==> src/rtl/vrf_wb_arbiter.sv <==
// Write-back arbiter for the vector register file's single write port.
// MANDA results are split into two consecutive 64-bit writes (low, then high).
module vrf_wb_arbiter #(
    parameter int DATA_W = 64,
    parameter int ADDR_W = 5
) (
    input  logic                clk,
    input  logic                rst,
    input  logic                alu_req,
    input  logic [ADDR_W-1:0]   alu_addr,
    input  logic [DATA_W-1:0]   alu_data,
    output logic                alu_gnt,
    input  logic                lsu_req,
    input  logic [ADDR_W-1:0]   lsu_addr,
    input  logic [DATA_W-1:0]   lsu_data,
    output logic                lsu_gnt,
    input  logic                manda_req,
    input  logic [ADDR_W-1:0]   manda_addr,
    input  logic [2*DATA_W-1:0] manda_data,
    output logic                manda_gnt,
    output logic                W_En,
    output logic [ADDR_W-1:0]   W_Addr,
    output logic [DATA_W-1:0]   WR,
    output logic                MANDA_En,
    output logic [2*DATA_W-1:0] M_ALU_Out,
    output logic                busy
);

    typedef enum logic {IDLE, M_HI} state_t;

    state_t              state_q, state_d;
    logic                ptr_q, ptr_d;          // 0: ALU favoured, 1: LSU favoured
    logic [ADDR_W-1:0]   hi_addr_q, hi_addr_d;
    logic [DATA_W-1:0]   hi_data_q, hi_data_d;
    logic                w_en_q, w_en_d;
    logic [ADDR_W-1:0]   w_addr_q, w_addr_d;
    logic [DATA_W-1:0]   wr_q, wr_d;
    logic                manda_en_q, manda_en_d;
    logic [2*DATA_W-1:0] m_out_q, m_out_d;

    always_ff @(posedge clk or posedge rst) begin
        if (rst) begin
            state_q <= IDLE;
            ptr_q   <= 1'b0;
        end else begin
            state_q <= state_d;
            ptr_q   <= ptr_d;
        end
    end

    always_comb begin
        state_d = state_q;
        ptr_d   = ptr_q;
        case (state_q)
            IDLE: begin
                if (manda_gnt) state_d = M_HI;
                if (alu_gnt)   ptr_d = 1'b1;
                if (lsu_gnt)   ptr_d = 1'b0;
            end
            M_HI:    state_d = IDLE;
            default: state_d = IDLE;
        endcase
    end

    // Grants are gated by rst so every gnt reads 0 while reset is held.
    always_comb begin
        alu_gnt   = 1'b0;
        lsu_gnt   = 1'b0;
        manda_gnt = 1'b0;
        if (!rst && state_q == IDLE) begin
            if (manda_req)                          manda_gnt = 1'b1;
            else if (alu_req && (!lsu_req || !ptr_q)) alu_gnt = 1'b1;
            else if (lsu_req)                       lsu_gnt   = 1'b1;
        end
    end

    always_comb begin
        w_en_d     = 1'b0;
        w_addr_d   = w_addr_q;
        wr_d       = wr_q;
        manda_en_d = 1'b0;
        m_out_d    = m_out_q;
        hi_addr_d  = hi_addr_q;
        hi_data_d  = hi_data_q;
        if (state_q == M_HI) begin
            w_en_d   = 1'b1;
            w_addr_d = hi_addr_q;
            wr_d     = hi_data_q;
        end else if (manda_gnt) begin
            w_en_d     = 1'b1;
            w_addr_d   = manda_addr;
            wr_d       = manda_data[DATA_W-1:0];
            manda_en_d = 1'b1;
            m_out_d    = manda_data;
            hi_addr_d  = manda_addr + ADDR_W'(1);
            hi_data_d  = manda_data[2*DATA_W-1:DATA_W];
        end else if (alu_gnt) begin
            w_en_d   = 1'b1;
            w_addr_d = alu_addr;
            wr_d     = alu_data;
        end else if (lsu_gnt) begin
            w_en_d   = 1'b1;
            w_addr_d = lsu_addr;
            wr_d     = lsu_data;
        end
    end

    always_ff @(posedge clk or posedge rst) begin
        if (rst) begin
            w_en_q     <= 1'b0;
            w_addr_q   <= '0;
            wr_q       <= '0;
            manda_en_q <= 1'b0;
            m_out_q    <= '0;
            hi_addr_q  <= '0;
            hi_data_q  <= '0;
        end else begin
            w_en_q     <= w_en_d;
            w_addr_q   <= w_addr_d;
            wr_q       <= wr_d;
            manda_en_q <= manda_en_d;
            m_out_q    <= m_out_d;
            hi_addr_q  <= hi_addr_d;
            hi_data_q  <= hi_data_d;
        end
    end

    assign W_En      = w_en_q;
    assign W_Addr    = w_addr_q;
    assign WR        = wr_q;
    assign MANDA_En  = manda_en_q;
    assign M_ALU_Out = m_out_q;
    assign busy      = (state_q == M_HI);

endmodule
==> config.mk <==
export PLATFORM = sky130hd
export DESIGN_NAME = vrf_wb_arbiter
export DESIGN_NICKNAME = d
export VERILOG_FILES = /design/src/rtl/vrf_wb_arbiter.sv
export SDC_FILE = /design/constraint.sdc
export NUM_CORES = 1
export LEC_CHECK = 0
export ABC_AREA = 0
export BUFFER_PORTS_ARGS = -buffer_cell sky130_fd_sc_hd__buf_4
export CAP_MARGIN = 20
export CORE_AREA = 2 2 188 190
export CTS_BUF_LIST = sky130_fd_sc_hd__clkbuf_4 sky130_fd_sc_hd__clkbuf_8
export DETAILED_ROUTE_END_ITERATION = 10
export DIE_AREA = 0 0 190 192
export SETUP_SLACK_MARGIN = 0.15
export SLEW_MARGIN = 40
export SYNTH_ARGS = -nofsm -noshare
export SYNTH_HDL_FRONTEND = slang
export SYNTH_SLANG_ARGS = --single-unit
==> constraint.sdc <==
create_clock -name clk -period 10.5 [get_ports clk]
set_clock_uncertainty 0.1 [all_clocks]
set_input_delay 1.05 -clock clk [delete_from_list [all_inputs] [get_ports clk]]
set_output_delay 1.05 -clock clk [all_outputs]
set_load 0.02 [all_outputs]
### Word level (Yosys, flattened, before mapping)

Cells that the tools add are included.

* register bits: 270
* output and inout bits: 203
* logic and storage cells: 47
* input bits: 276

* add/sub/neg operators: 1
* bitwise operators: 1
* mux-type cells: 26
* reduce and logical (&&, ||, !) cells: 10

Operator list (count)
* 64-bit two-way mux: 4
* 5-bit two-way mux: 4
* 1-bit two-way mux: 17
* 5-bit by 1-bit adder with 5-bit output (second input constant): 1
* 2-bit AND reduction: 2
* 4-bit nonzero test: 1
* 1-bit zero test: 3
* 1-bit logical AND: 2
* 1-bit one-hot mux with 2 select lines: 1
* 2-bit nonzero test: 1
* 1-bit logical OR: 1
* 1-bit NOT: 1

### Logic depth before layout (Yosys ltp)

* word-level depth: 10
* mapped depth: 7

### Worst setup path before layout

No wires, ideal clock.

* kind: input port to flip-flop
* from: in rst
* to: reg wr_q[20] (netlist: WR[20])
* slack: 4033 ps
* cell stages on the path: 6
* buffers on the path: 2
* arrival time: 6217 ps
* library setup time: 150 ps
* path through: inv_1 -> a21oi_2 -> buf_4 -> buf_2 -> nand3_1 -> a41oi_1

* word-level cells in the longest chain between the ends: 6

RTL lines
* start: declaration: RTL line 8 `input logic rst,`
* 1-bit zero test (no source line) *
* 1-bit logical AND *: RTL line 70 `if (!rst && state_q == IDLE) begin`
* 1-bit two-way mux: RTL line 70
* 64-bit two-way mux: RTL line 97 `end else if (alu_gnt) begin`
* 64-bit two-way mux: RTL line 89 `end else if (manda_gnt) begin`
* 64-bit two-way mux: RTL line 85 `if (state_q == M_HI) begin`
* end signal: assignment: RTL line 120 `wr_q <= wr_d;`
* end: declaration: RTL line 37 `logic [DATA_W-1:0] wr_q, wr_d;`

Mark *: on every way between the ends. The rest lies on a longest branch, timed or not.
A chain may end at the register's enable or synchronous reset.

==> reports/qor.txt <==
status - finished, final reports clean
vias in the first global route - 8868
Final Critical Period - 3.61 ns
placed cell count - 1658
max-slew violations - 0
antenna cells - 0
number of top-level pins - 479
DIE WIDTH - 190 um
Bufs on Longest Clock Path - 3
critical path arrival - 2.46 ns
Hold Fails Final Rpt - 0
worst rel slew slack - 46.2%
Area Overhead vs Synth - 50.3%
HPWL Detailed - 24700 um
Setup WS pre-CTS - 7.02 ns
DRC marker count from the first detailed-route iteration - 333
Routed WL - 35100 um
post-route ant nets - 0
drt first pass iters - 5
Die H - 192 um
NumNets Final - 1523
Setup TNS Final - 0 ns
fraction of layout cells with a size suffix above 1 - 55.7%
I/O Buffers - 478
post_cts resized - 0
Core ar. - 0.0343 mm2
number of vias per cell - 4.99
crit path kind - flop to primary output
CTS tree - done
fillcell total - 3369
register area share after synthesis - 54.5%
Worst-Margin Slew - 0.806 ns
post-route clock period utilization - 34.4%
maximum VDD drop - 0.0996 mV
Netlist cell types - 28
Clock transition at path regs - 0.06 ns
Worst Path Max Fanout - 46
Final WS setup - 6.89 ns
Synth top area share - 54.5%
first-pass GRT wire length - 52400 um
GPL Wtd Cong - 0.853
crit-path cells - nor3_4 > nand3_4 > clkinv_2 > buf_4
CP startpoint kind - flop
max_cap viols - 0
syn avg cell area - 11.9 um2
total number of vias - 8636
top cells by area, synth - dfrtp_1 (55%), mux2_2 (15%), nand3_1 (7.4%), a41oi_1 (5.5%), a22oi_1 (5.2%)
RSZ-0062 raised after global routing - false
Die Area - 0.0365 mm2
Required @ worst endpoint - 9.35 ns
DR DRC count - 0
GRT Total Usage - 18.5%
post-synthesis cell area - 0.00941 mm2
CP endpoint kind - primary output
area leader, netlist - dfrtp_1
root buf cell - clkbuf_8
Reg area - 0.00513 mm2
post-route insts no fill - 1731
Hold Buf Count CTS - 0
post-CTS setup buffer count - 0
H-tree levels - 2
initial antenna violation count - 0
starting density of the core - 27.4%
worst-path cell with the longest stage delay - dfrtp_4
Final setup viols - 0
pin count of the biggest net entering global routing - 82
max incr delay on CP - 0.73 ns
GRT overflow - 0
CTS Sinks - 205
Rows - 68
worst min-delay path class - flop to flop
LEAKAGE - 6.27 nW
Worst-Skew Late Latency - 0.54 ns
total power - 2.65 mW
Seq cells post-synth - 205
multi-input logic area - 0.00382 mm2
syn_nets - 1066
Pwr Density - 188 mW/mm2
synth warn - 0
Peak Freq - 277 MHz
WL/cell - 20.3 um
Gate Count Post-Synth - 789
Num CTS Buffers - 40
[state kept, by name, summed over array words and instances (netlist names)]
register	flops
W_Addr	5
WR	64
W_En	1
M_ALU_Out	65
MANDA_En	1
hi_data_q	63
hi_addr_q	5
ptr_q	1
[synth_stat cells, drive strengths merged]
| library cell | instances |
|---|---|
| a21oi | 11 |
| a22oi | 65 |
| a31oi | 1 |
| a41oi | 69 |
| buf | 62 |
| clkbuf | 14 |
| clkinv | 1 |
| dfrtp | 205 |
| ha | 1 |
| inv | 2 |
| mux2 | 129 |
| nand2 | 2 |
| nand2b | 1 |
| nand3 | 141 |
| nor2 | 75 |
| nor3 | 2 |
| nor3b | 4 |
| o21bai | 1 |
| xnor2 | 1 |
| xor2 | 2 |
[layout make-up]
class / count / share of cell area [%]
clock buffer: 63 / 5.60
inverter: 3 / 0.142
sequential: 205 / 36.3
timing repair buffer: 491 / 26.3
clock inverter: 9 / 0.566
tap: 455 / 4.03
multi-input combinational: 505 / 27.1
[path summary, 6_finish.rpt]
kind / from / endpoint / slack (ns) / depth (start not counted)
worst min register to register: M_ALU_Out[26] / M_ALU_Out[26] / 0.41 / 1
worst min-delay path: M_ALU_Out[26] / M_ALU_Out[26] / 0.41 / 1
worst max-delay path: MANDA_En / alu_gnt / 6.89 / 4
max in group asynchronous: rst / hi_data_q[6] / 8.70 / 3
worst max register to register: MANDA_En / WR[57] / 7.53 / 6
min in group asynchronous: rst / M_ALU_Out[46] / 0.52 / 2
[per-layer routing]
metal  vias to the layer above  wire length, um  GRT usage, %  part of all wire [%]
met4                         0             1130          6.86                   3.2
met2                       373            17400          31.3                    50
met1                      4293            13600          22.1                    39
met3                        75             2960          5.65                   8.4
li1                       3895                -             -                     -
met5                         -                0             0                     0
[through the flow]
step,utilization (%),instance area (um2),hold WS [ns]
final,41.2,14100,0.408
after global routing,41.2,14100,0.420
after CTS,41.2,14100,0.410
after detailed placement,38.6,13200,0.397
after global placement,38.6,13200,0.391
after floorplan,-,9410,0.380
[where the power goes]
group          total (mW)  switching (mW)  leakage (nW)  internal, mW
Sequential           1.03          0.0980          2.39         0.929
Combinational       0.760           0.399          3.43         0.361
Clock               0.866           0.361         0.452         0.505
Total                2.65           0.858          6.27          1.80
[cell families after synthesis]
family	share of synthesized area [%]
AND/OR/NAND/NOR	11.4
flip-flops	54.5
AO/OA/AOI/OAI	13.2
multiplexers	15.4
buffers and inverters	4.97
XOR/XNOR	0.279
adder cells (fa/ha/maj)	0.133
[cell usage in the layout, fill, tap and decap left out, types with 2 or more instances in the layout]
cell        instances
a21oi_1            10
buf_6               5
nor2_1             74
xor2_1              2
nand2_1             2
mux2_2            129
dfrtp_1           204
buf_4             485
clkinvlp_4          4
clkbuf_4           12
clkbuf_8           51
a41oi_2            10
nor3b_1             4
a22oi_1            65
a41oi_1            59
nand3_1           140
clkinv_2            5
[critical path, delay by kind of cell, from the launching register on]
kind                   cells  cell delay, ns
and+or+nand+nor            2            0.82
buffers and inverters      2            0.33
DFF                        1            0.73
(Power assumes the default switching activity.)
